--- config.mk ---
export PLATFORM = sky130hd
export DESIGN_NAME = qpsk_symbol_mapper
export DESIGN_NICKNAME = d
export VERILOG_FILES = /design/src/rtl/qpsk_symbol_mapper.sv
export SDC_FILE = /design/constraint.sdc
export NUM_CORES = 1
export LEC_CHECK = 0
export CORE_MARGIN = 3
export CORE_UTILIZATION = 35
export DETAILED_ROUTE_END_ITERATION = 6
export PLACE_DENSITY = 0.66
export SLEW_MARGIN = 30
export SYNTH_ARGS = -nofsm -noshare
export SYNTH_HDL_FRONTEND = slang
export SYNTH_SLANG_ARGS = --single-unit
--- constraint.sdc ---
create_clock -name clk -period 1.4 [get_ports clk]
set_input_delay 0.14 -clock clk [delete_from_list [all_inputs] [get_ports clk]]
set_output_delay 0.14 -clock clk [all_outputs]
set_load 0.05 [all_outputs]
--- src/rtl/qpsk_symbol_mapper.sv ---
// QPSK symbol mapper: captures one 4-bit I word and one 4-bit Q word, then emits
// four symbols of +/-AMP, each held SYM_LEN clocks, followed by a one-cycle frame_done.
module qpsk_symbol_mapper #(
   parameter int SYM_LEN = 8,
   parameter int AMP     = 64
) (
   input  logic              clk,
   input  logic              reset,
   input  logic [3:0]        eve_word,
   input  logic [3:0]        odd_word,
   input  logic              eve_valid,
   input  logic              odd_valid,
   output logic              ack,
   output logic signed [7:0] i_level,
   output logic signed [7:0] q_level,
   output logic              sym_valid,
   output logic [1:0]        sym_index,
   output logic              busy,
   output logic              frame_done
);

   localparam int              CW       = (SYM_LEN > 1) ? $clog2(SYM_LEN) : 1;
   localparam logic [CW-1:0]   CNT_LAST = CW'(SYM_LEN - 1);
   localparam logic signed [7:0] LVL_POS = 8'(AMP);
   localparam logic signed [7:0] LVL_NEG = 8'(-AMP);

   typedef enum logic [1:0] {IDLE, EMIT, DONE} state_t;

   state_t        state_q, state_d;
   logic [3:0]    eve_q, eve_d;
   logic [3:0]    odd_q, odd_d;
   logic [CW-1:0] cnt_q, cnt_d;
   logic [1:0]    idx_q, idx_d;
   logic          capture;

   function automatic logic signed [7:0] map_bit(input logic b);
      return b ? LVL_NEG : LVL_POS;
   endfunction

   // NOTE: every signal driven here gets a default first so no path leaves it unassigned (no latches).
   always_comb begin
      state_d = state_q;
      eve_d   = eve_q;
      odd_d   = odd_q;
      cnt_d   = cnt_q;
      idx_d   = idx_q;
      capture = 1'b0;
      unique case (state_q)
         IDLE: begin
            if (eve_valid && odd_valid) begin
               capture = 1'b1;
               eve_d   = eve_word;
               odd_d   = odd_word;
               cnt_d   = '0;
               idx_d   = '0;
               state_d = EMIT;
            end
         end
         EMIT: begin
            if (cnt_q == CNT_LAST) begin
               cnt_d = '0;
               idx_d = idx_q + 2'd1;
               if (idx_q == 2'd3) state_d = DONE;
            end else begin
               cnt_d = cnt_q + CW'(1);
            end
         end
         DONE:    state_d = IDLE;
         default: state_d = IDLE;
      endcase
   end

   // NOTE: sequential state uses non-blocking assignments so all registers update from pre-edge values.
   always_ff @(posedge clk or negedge reset) begin
      if (!reset) begin
         state_q <= IDLE;
         eve_q   <= '0;
         odd_q   <= '0;
         cnt_q   <= '0;
         idx_q   <= '0;
      end else begin
         state_q <= state_d;
         eve_q   <= eve_d;
         odd_q   <= odd_d;
         cnt_q   <= cnt_d;
         idx_q   <= idx_d;
      end
   end

   // Output stage decodes the current state, so levels trail the capture edge by one clock.
   always_ff @(posedge clk or negedge reset) begin
      if (!reset) begin
         ack        <= 1'b0;
         i_level    <= '0;
         q_level    <= '0;
         sym_valid  <= 1'b0;
         sym_index  <= '0;
         busy       <= 1'b0;
         frame_done <= 1'b0;
      end else begin
         ack        <= capture;
         sym_valid  <= (state_q == EMIT);
         busy       <= (state_q != IDLE);
         frame_done <= (state_q == DONE);
         if (state_q == EMIT) begin
            i_level   <= map_bit(eve_q[idx_q]);
            q_level   <= map_bit(odd_q[idx_q]);
            sym_index <= idx_q;
         end else begin
            i_level   <= '0;
            q_level   <= '0;
            sym_index <= '0;
         end
      end
   end

endmodule
==> run summary <==
Die Span Y: 60.8 um
Unique masters post-synth: 22
Cell Area, Placed: 1260 sq um
count of state elements after synthesis: 23
Mapped Cells: 79
IO Port Bufs: 21
synthesized cell area: 1050 sq um
H-tree depth: 1
Initial DRC Count: 14
fin cells: 137
DP HPWL: 1150 um
Final Hold Vio Count: 0
Hold/Removal Path Class: in -> async
commonest non-fill, non-tap cell in the layout: dfrtp_1
failing checks: setup timing
Final Cycle Share: 101%
via count: 617
CTS max path bufs: 2
setup TNS: -60.8 ps
Lkg Pwr: 0.632 nW
crit path kind: reg -> reg
Worst-path clk slew: 110 ps
initial antenna violation count: 0
post-synthesis sequential area ratio: 54.7%
power density cells: 2070 nW/um^2
row count: 19
Final #Nets: 123
unrepaired setup endpoints after global routing: true
Tot Pwr: 2.75 mW
endpoints failing setup: 7
Top Ports: 34
Mapped Avg Cell Area: 13.3 sq um
number of max-cap violations: 0
drt first pass iters: 3
CTS tree: yes
share of cells above drive strength 1: 34.9%
VDD IR max: 547 uV
final cell area excluding filler cells: 1330 sq um
die area: 3700 sq um
Fin Hold WS: 185 ps
DRC violations left: 0
CP Launch Type: flip-flop
ant diodes: 0
clk sinks: 23
WL/cell: 12.2 um
placed cell count: 130
worst-path fanout max: 5
Worst-Skew Late Latency: 290 ps
routed wire length: 1670 um
Num CTS Buffers: 3
Initial Util: 37.5%
clock skew: 3.26 ps
CP arrival: 1610 ps
Max Fclk: 705 MHz
Final ANT Viol Nets: 0
pin count of the biggest net entering global routing: 24
commonest cells after routing, fill and taps aside: dfrtp_1, buf_4, conb_1
GP Congestion: 0.716
Ys Warns: 0
GRT Util Overall: 9.18%
setup ws final: -18.1 ps
synth top area cells: dfrtp_1, buf_4, mux2_2, ha_1, mux4_2
# hold bufs at CTS: 0
post-synth top area cell: dfrtp_1
Slew Viols, Final: 0
status: finished with violations
Yosys top cell area share: 54.7%
drt via density: 4.50
die width: 60.8 um
grt ovf: 0
Critical Path RT: 1590 ps
Final Critical Period: 1420 ps
Core Box Area: 2810 sq um
root buf cell: clkbuf_4
area grow syn2layout: 26.2%
number of global-route vias before repair: 582
first-pass GRT wire length: 2520 um
Worst setup EP type: flip-flop
## worst max-delay path: stages, from the launching register on
cell and delay (ps):
dfrtp_1 440, nor4bb_4 340, buf_4 210, mux2_2 330
## metrics by stage
stage | setup slack [ps] | utilization [%]
3_3_place_gp | -145 | 44.9
5_1_grt | -83.4 | 47.3
4_1_cts | 1.00 | 45.9
2_1_floorplan | 43.3 | -
3_5_place_dp | -166 | 44.9
6_report | -18.1 | 47.3
## report_power, final
part,total [mW],switching [mW],internal [mW]
Clock,0.285,0.174,0.111
Sequential,1.12,0.186,0.939
Combinational,1.34,0.700,0.639
Total,2.75,1.06,1.69
## Yosys cell counts
| cell type | count |
|---|---|
| dfrtp_1 | 23 |
| buf_4 | 15 |
| mux2_2 | 8 |
| nand2_1 | 6 |
| and2_1 | 4 |
| ha_1 | 4 |
| o21ai_0 | 3 |
| mux4_2 | 2 |
| a21o_1 | 1 |
| a21o_2 | 1 |
| a21oi_2 | 1 |
| a32o_1 | 1 |
| and2b_2 | 1 |
| buf_12 | 1 |
| clkinv_1 | 1 |
| conb_1 | 1 |
| nor2_1 | 1 |
| nor3b_1 | 1 |
| nor4bb_1 | 1 |
| or2_2 | 1 |
| or2b_4 | 1 |
| or3_1 | 1 |
## metal layers
layer | vias up | GRT usage [%] | routed length (um)
met4 | 0 | 2.79 | 0
met5 | - | 0 | 0
li1 | 293 | - | -
met3 | 0 | 2.34 | 143
met2 | 26 | 16.3 | 849
met1 | 298 | 10.8 | 672
## flip-flops by register name (all words and copies together), names as in the netlist, 2 cells and up
name and count:
i_level 2, cnt_q 3, sym_index 2, idx_q 2, eve_q 4, state_q 2, odd_q 4
## cells by family after synthesis
family | synth area share [%]
and+or+nand+nor | 9.63
other | 0.356
buffers and inverters | 13.0
muxes | 12.8
adders and majority gates | 4.76
DFF | 54.7
AOI/OAI and AO/OA | 4.76
## layout make-up
| class | instances | area, sq um |
|---|---|---|
| fill | 258 | 1480 |
| multi-input combinational | 50 | 404 |
| timing repair buffer | 28 | 275 |
| clock buffer | 4 | 26.3 |
| inverter | 1 | 7.51 |
| tap | 31 | 38.8 |
| sequential | 23 | 576 |
## path summary, 6_finish.rpt
path,slack [ps],from,end,cells past startpoint
hold / removal,180,reset,eve_q[1],2
hold reg to reg,520,odd_q[3],odd_q[3],1
setup / recovery,-20,state_q[1],odd_q[1],3
min in group clk,450,eve_word[2],eve_q[2],2
max in group asynchronous,990,reset,cnt_q[1],2
setup reg to reg,-20,state_q[1],odd_q[1],3
## timing repair
item / in CTS / in global routing
setup endpoints to repair: 1 / 9
buffers inserted: 0 / 2
pin swaps: 0 / 1
gates resized for setup: 1 / 6
gates cloned: 0 / 1
(Power assumes the default switching activity.)
